--- src/rtl/multicycle_cu_pkg.sv ---
// Shared opcode, ALU/accumulator control encodings and FSM state type
// for the multi-cycle accumulator CPU control unit.
package multicycle_cu_pkg;

  localparam logic [3:0] OP_ADD  = 4'h0;
  localparam logic [3:0] OP_ADDI = 4'h1;
  localparam logic [3:0] OP_CSL  = 4'h2;
  localparam logic [3:0] OP_SHR  = 4'h3;
  localparam logic [3:0] OP_CLA  = 4'h4;
  localparam logic [3:0] OP_COM  = 4'h5;
  localparam logic [3:0] OP_SW   = 4'h6;
  localparam logic [3:0] OP_LW   = 4'h7;
  localparam logic [3:0] OP_HLT  = 4'h8;
  localparam logic [3:0] OP_NOP  = 4'h9;

  localparam logic [2:0] ALU_ADD = 3'b000;
  localparam logic [2:0] ALU_CSL = 3'b100;
  localparam logic [2:0] ALU_SHR = 3'b110;

  localparam logic [1:0] ACC_NONE = 2'b00;
  localparam logic [1:0] ACC_CLR  = 2'b01;
  localparam logic [1:0] ACC_COM  = 2'b10;

  typedef enum logic [2:0] {
    S_FETCH,
    S_DECODE,
    S_EXEC,
    S_MEM,
    S_WB,
    S_HALT
  } state_e;

endpackage

--- src/rtl/multicycle_cu_decode.sv ---
// Combinational opcode decoder: latched opcode to ALU/accumulator controls
// and instruction class flags. Undefined opcodes decode as a flagged nop.
module cu_decode
  import multicycle_cu_pkg::*;
#(
  parameter int OPCODE_W  = 4,
  parameter int ALU_CTL_W = 3,
  parameter int ACC_CTL_W = 2
) (
  input  logic [OPCODE_W-1:0]  op,
  output logic [ALU_CTL_W-1:0] alu_ctl,
  output logic [ACC_CTL_W-1:0] acc_ctl,
  output logic                 acc_load,
  output logic                 is_mem,
  output logic                 is_store,
  output logic                 is_halt,
  output logic                 illegal
);

  always_comb begin
    // NOTE: every output gets a default before the case so no path can infer a latch.
    alu_ctl  = ALU_CTL_W'(ALU_ADD);
    acc_ctl  = ACC_CTL_W'(ACC_NONE);
    acc_load = 1'b0;
    is_mem   = 1'b0;
    is_store = 1'b0;
    is_halt  = 1'b0;
    illegal  = 1'b0;
    case (op)
      OPCODE_W'(OP_ADD),
      OPCODE_W'(OP_ADDI): acc_load = 1'b1;
      OPCODE_W'(OP_CSL): begin
        alu_ctl  = ALU_CTL_W'(ALU_CSL);
        acc_load = 1'b1;
      end
      OPCODE_W'(OP_SHR): begin
        alu_ctl  = ALU_CTL_W'(ALU_SHR);
        acc_load = 1'b1;
      end
      OPCODE_W'(OP_CLA): acc_ctl = ACC_CTL_W'(ACC_CLR);
      OPCODE_W'(OP_COM): acc_ctl = ACC_CTL_W'(ACC_COM);
      OPCODE_W'(OP_SW): begin
        is_mem   = 1'b1;
        is_store = 1'b1;
      end
      OPCODE_W'(OP_LW):  is_mem  = 1'b1;
      OPCODE_W'(OP_HLT): is_halt = 1'b1;
      OPCODE_W'(OP_NOP): ;
      default:           illegal = 1'b1;
    endcase
  end

endmodule

--- src/rtl/multicycle_cu.sv ---
// Multi-cycle control unit: FETCH->DECODE->EXEC->(MEM)->WB sequencing with
// memory handshakes, halt/resume, sticky error flags and retired-instruction count.
module multicycle_cu
  import multicycle_cu_pkg::*;
#(
  parameter int OPCODE_W  = 4,
  parameter int ALU_CTL_W = 3,
  parameter int ACC_CTL_W = 2,
  parameter int MEM_TMO   = 15,
  parameter int CNT_W     = 16
) (
  input  logic                 clk,
  input  logic                 rst_n,
  input  logic [OPCODE_W-1:0]  instr_opcode,
  input  logic                 imem_ack,
  input  logic                 dmem_ack,
  input  logic                 stall,
  input  logic                 resume,
  output logic                 imem_req,
  output logic                 ir_load,
  output logic                 dmem_req,
  output logic                 data_rom_write_en,
  output logic [ALU_CTL_W-1:0] alu_ctl,
  output logic [ACC_CTL_W-1:0] acc_ctl,
  output logic                 acc_load,
  output logic                 acc_src_mem,
  output logic                 pc_en,
  output logic                 halted,
  output logic                 illegal_op,
  output logic                 mem_err,
  output logic [CNT_W-1:0]     instr_count
);

  localparam int TMO_W = $clog2(MEM_TMO + 1);
  localparam logic [TMO_W-1:0] TMO_LAST = TMO_W'(MEM_TMO - 1);

  state_e                state_q, state_d;
  logic [OPCODE_W-1:0]   op_q;
  logic [TMO_W-1:0]      wait_q;
  logic                  tmo_hit, ill_set;

  logic [ALU_CTL_W-1:0]  dec_alu;
  logic [ACC_CTL_W-1:0]  dec_acc;
  logic                  dec_load, dec_mem, dec_store, dec_halt, dec_illegal;

  cu_decode #(
    .OPCODE_W (OPCODE_W),
    .ALU_CTL_W(ALU_CTL_W),
    .ACC_CTL_W(ACC_CTL_W)
  ) u_decode (
    .op      (op_q),
    .alu_ctl (dec_alu),
    .acc_ctl (dec_acc),
    .acc_load(dec_load),
    .is_mem  (dec_mem),
    .is_store(dec_store),
    .is_halt (dec_halt),
    .illegal (dec_illegal)
  );

  always_comb begin
    state_d           = state_q;
    imem_req          = 1'b0;
    ir_load           = 1'b0;
    dmem_req          = 1'b0;
    data_rom_write_en = 1'b0;
    alu_ctl           = ALU_CTL_W'(ALU_ADD);
    acc_ctl           = ACC_CTL_W'(ACC_NONE);
    acc_load          = 1'b0;
    acc_src_mem       = 1'b0;
    pc_en             = 1'b0;
    halted            = 1'b0;
    tmo_hit           = 1'b0;
    ill_set           = 1'b0;
    // Outputs are gated by rst_n so the reset state (FETCH) drives nothing while held.
    if (rst_n) begin
      case (state_q)
        S_FETCH: begin
          imem_req = 1'b1;
          if (imem_ack) begin
            ir_load = 1'b1;
            state_d = S_DECODE;
          end else if (wait_q == TMO_LAST) begin
            tmo_hit = 1'b1;
            state_d = S_HALT;
          end
        end
        S_DECODE: begin
          ill_set = dec_illegal;
          if (!stall) state_d = dec_halt ? S_HALT : S_EXEC;
        end
        S_EXEC: begin
          alu_ctl  = dec_alu;
          acc_ctl  = dec_acc;
          acc_load = dec_load;
          state_d  = dec_mem ? S_MEM : S_WB;
        end
        S_MEM: begin
          dmem_req          = 1'b1;
          data_rom_write_en = dec_store;
          if (dmem_ack) begin
            acc_load    = !dec_store;
            acc_src_mem = !dec_store;
            state_d     = S_WB;
          end else if (wait_q == TMO_LAST) begin
            tmo_hit = 1'b1;
            state_d = S_HALT;
          end
        end
        S_WB: begin
          pc_en   = 1'b1;
          state_d = S_FETCH;
        end
        S_HALT: begin
          halted = 1'b1;
          if (resume) state_d = S_FETCH;
        end
        default: state_d = S_FETCH;
      endcase
    end
  end

  always_ff @(posedge clk or negedge rst_n) begin
    if (!rst_n) begin
      state_q     <= S_FETCH;
      op_q        <= '0;
      wait_q      <= '0;
      instr_count <= '0;
      illegal_op  <= 1'b0;
      mem_err     <= 1'b0;
    end else begin
      // NOTE: state registers use non-blocking assignments so every update sees pre-edge values.
      state_q <= state_d;
      if (ir_load) op_q <= instr_opcode;
      // Staying in FETCH/MEM with a request means no ack yet; any state change restarts the count.
      if ((state_d == state_q) && (imem_req || dmem_req)) wait_q <= wait_q + 1'b1;
      else                                                wait_q <= '0;
      if (pc_en)   instr_count <= instr_count + 1'b1;
      if (ill_set) illegal_op  <= 1'b1;
      if (tmo_hit) mem_err     <= 1'b1;
    end
  end

endmodule
--- config.mk ---
export PLATFORM = sky130hd
export DESIGN_NAME = multicycle_cu
export DESIGN_NICKNAME = d
export VERILOG_FILES = /design/src/rtl/multicycle_cu_pkg.sv /design/src/rtl/multicycle_cu_decode.sv /design/src/rtl/multicycle_cu.sv
export SDC_FILE = /design/constraint.sdc
export NUM_CORES = 1
export LEC_CHECK = 0
export ABC_CLOCK_PERIOD_IN_PS = 3100
export CORE_AREA = 2 2 63 59
export DETAILED_ROUTE_END_ITERATION = 6
export DIE_AREA = 0 0 65 61
export PLACE_DENSITY_LB_ADDON = 0.08
export SYNTH_ARGS = -nofsm -noshare
export SYNTH_HDL_FRONTEND = slang
export SYNTH_SLANG_ARGS = --single-unit
--- constraint.sdc ---
create_clock -name clk -period 3.1 [get_ports clk]
set_clock_uncertainty 0.05 [all_clocks]
set_input_delay 0.465 -clock clk [delete_from_list [all_inputs] [get_ports clk]]
set_output_delay 0.465 -clock clk [all_outputs]
set_load 0.1 [all_outputs]
==> flow_metrics.tcl <==
set metrics [dict create \
    p_sw_mw 0.653 \
    syn_to_final_growth_pct 41.7 \
    postSynthAreaPerCell_um2 10.9 \
    fmax_mhz 386 \
    detail-route-antenna-nets 0 \
    place_ws_ns 0.506 \
    yosys_warnings 0 \
    fill_cells 271 \
    hold_viol 0 \
    clkPwrFrac_pct 19.7 \
    clkLatencyLatePin_ns 0.27 \
    syn_nets 149 \
    core_um2 3280 \
    leakage_nw 0.973 \
    synth.distinct_cells 40 \
    num_rows 20 \
    critPathArrivalTime_ns 2.07 \
    powerDensity_nw_per_um2 697 \
    post_cts.repair.setup_buffers 0 \
    clkTransAtPathRegs_ns 0.06 \
    grt_usage_pct 18.0 \
    start_util_pct 45.3 \
    grt_pass1_wl_um 5330 \
    slew_viol_final 0 \
    port_buffers 39 \
    r2r_slack_ns 1.40 \
    die_w_um 65 \
    syn_area_um2 1480 \
    route.detailed.drc 0 \
    cts_buffer_depth 2 \
    layout_common_cells "29 x dfrtp_1, 20 x buf_4, 12 x buf_12" \
    met1_usage_pct 23.0 \
    met3_usage_pct 5.57 \
    min_period_over_period_pct 83.5 \
    hold_start "instr_count[15]" \
    layout_commonest_cell "dfrtp_1" \
    synth_seq_cells 29 \
    r2r_end "instr_count[12]" \
    swShare_pct 44.6 \
    outcome "finished, final reports clean" \
    drt_pass1_iterations 4 \
    use_met2_pct 29.9 \
    cp-start-kind "primary input" \
    rr_worst_depth 4 \
    vias 1186 \
    postCtsHoldBufs 0 \
    viasPerCell 5.25 \
    crit_path_top_delay_cell "clkdlybuf4s50_1" \
    rsz0062_at_grt "no" \
    place.gp.congestion 0.745 \
    finalSetupTns_ns 0 \
    comb_power_share_pct 42.2 \
    worstPathMaxFanout 5 \
    cp.required_ns 2.58 \
    cts_tree "yes" \
    max_stage_delay_ns 0.55 \
    drive_gt1_share_pct 31.9 \
    numCtsBuffers 5 \
    r2r_start "state_q[1]" \
    cts-root-buf "clkbuf_8" \
    yosys.area.top_type "dfrtp_1" \
    drt-initial-drc-count 67 \
    synthCells 136 \
    fin_ws_ns 0.511 \
    grt_pass1_vias 1151 \
    p_int_mw 0.812 \
    yosysSeqAreaShare_pct 48.9 \
    cts_resized 0 \
    dp_hpwl_um 2480 \
    vdd_drop_max_mv 0.343 \
    synth_edf_count 0 \
    finalSetupViolations 0 \
    synth-main-ff-cell "dfrtp_1" \
    end_kind "primary output" \
    wl_per_cell_um 14.1 \
    nNetsFinal 194 \
    synth_top_area_share_pct 48.9 \
    dieHeight_um 61 \
    grt_busiest_layer "met2" \
    period_needed_ns 2.59 \
    maxCapViolations 0 \
    cts-htree-levels 2 \
    wirelength_um 3190 \
    ios 41 \
    yosys-top-cells-area "dfrtp_1 49%, xnor2_1 6.5%, mux2_2 3.8%, and3_1 3.0%, xor2_1 3.0%" \
    hold_path_depth 1 \
    antenna_found_initial 0 \
    diodes 0 \
    min_to "instr_count[15]" \
    gr-total-overflow 0 \
    worstSetupPathType "primary input to primary output" \
    grt_max_degree 21 \
    path_cells "clkdlybuf4s50_1 -> and2b_2 -> nand3b_1 -> nor3_1 -> and3_1 -> buf_12" \
    hold_class "register to register" \
    die_area_um2 3970 \
    pwr-share-seq_pct 38.1 \
    total_power_mw 1.47 \
    async_flop_share_pct 100 \
    clock_sinks 29 \
]
-- cell usage after synthesis (2+ instances only) --
master	count
nor4b_1	2
nand2b_1	5
nand2_1	7
nand4_1	2
and3_1	7
nand3_1	8
inv_1	5
nor2_1	8
dfrtp_1	29
xor2_1	5
o21ai_0	5
mux2_2	5
xnor2_1	11
ha_1	3
and4_4	2
o31ai_1	3
buf_6	2
nor3_1	4
and2_1	2
-- worst max-delay path by stage --
stage	start	slack (ns)	endpoint
5_1_grt	rst_n	0.40	alu_ctl[1]
3_5_place_dp	rst_n	0.51	halted
3_3_place_gp	rst_n	0.53	halted
6_report	rst_n	0.51	alu_ctl[1]
2_1_floorplan	state_q[2]	-0.24	ir_load
4_1_cts	rst_n	0.50	halted
-- cells by family (layout without fill, tap and decap cells) --
logic type	after synthesis	count (layout)	share of synthesized area (%)
AOI/OAI and AO/OA	13	13	5.82
xor gates and xnor gates	17	17	10.5
adders and majority gates	3	3	2.53
buffers and inverters	8	54	3.29
DFF	29	29	48.9
muxes	5	5	3.79
other	1	1	0.253
and+or+nand+nor	60	60	24.9
-- registers in the layout, summed over array words and instances, names as in the netlist --
| register | cells |
|---|---|
| wait_q | 4 |
| instr_count | 16 |
| illegal_op | 1 |
| mem_err | 1 |
| op_q | 4 |
| state_q | 3 |
-- per-stage QoR --
stage | hold WS, ns | utilization [%] | std cells | cell area (µm²)
floorplan | 0.119 | - | 136 | 1520
global placement | 0.409 | 61.6 | 218 | 2020
detailed placement | 0.415 | 61.6 | 218 | 2020
CTS | 0.428 | 64.2 | 226 | 2100
global route | 0.452 | 64.2 | 226 | 2100
finish | 0.425 | 64.2 | 226 | 2100
-- routing by layer --
metal,wire (µm),vias up
met3,192,5
met4,23,0
met1,1440,583
li1,-,564
met2,1540,34
met5,0,-
-- power by group through the flow --
stage / logic (mW) / clock network (mW) / registers, mW
3_5_place_dp: 0.624 / 0 / 0.560
6_report: 0.619 / 0.289 / 0.558
3_3_place_gp: 0.614 / 0 / 0.557
5_1_grt: 0.652 / 0.318 / 0.572
2_1_floorplan: 0.355 / 0 / 0.646
4_1_cts: 0.625 / 0.297 / 0.554
-- area by class of cell --
| type | count | area (µm²) | share of cell area (%) |
|---|---|---|---|
| Inverter | 5 | 18.8 | 0.892 |
| Timing Repair Buffer | 41 | 480 | 22.8 |
| Clock buffer | 6 | 72.6 | 3.45 |
| Multi-Input combinational cell | 99 | 741 | 35.2 |
| Sequential cell | 29 | 726 | 34.5 |
| Clock inverter | 2 | 10.0 | 0.476 |
| Tap cell | 44 | 55.1 | 2.62 |
-- worst max-delay path, delay by kind of cell --
family / cells / cell delay [ns]
buffers and inverters: 2 / 0.73
and+or+nand+nor: 4 / 0.88
(Power assumes the default switching activity.)
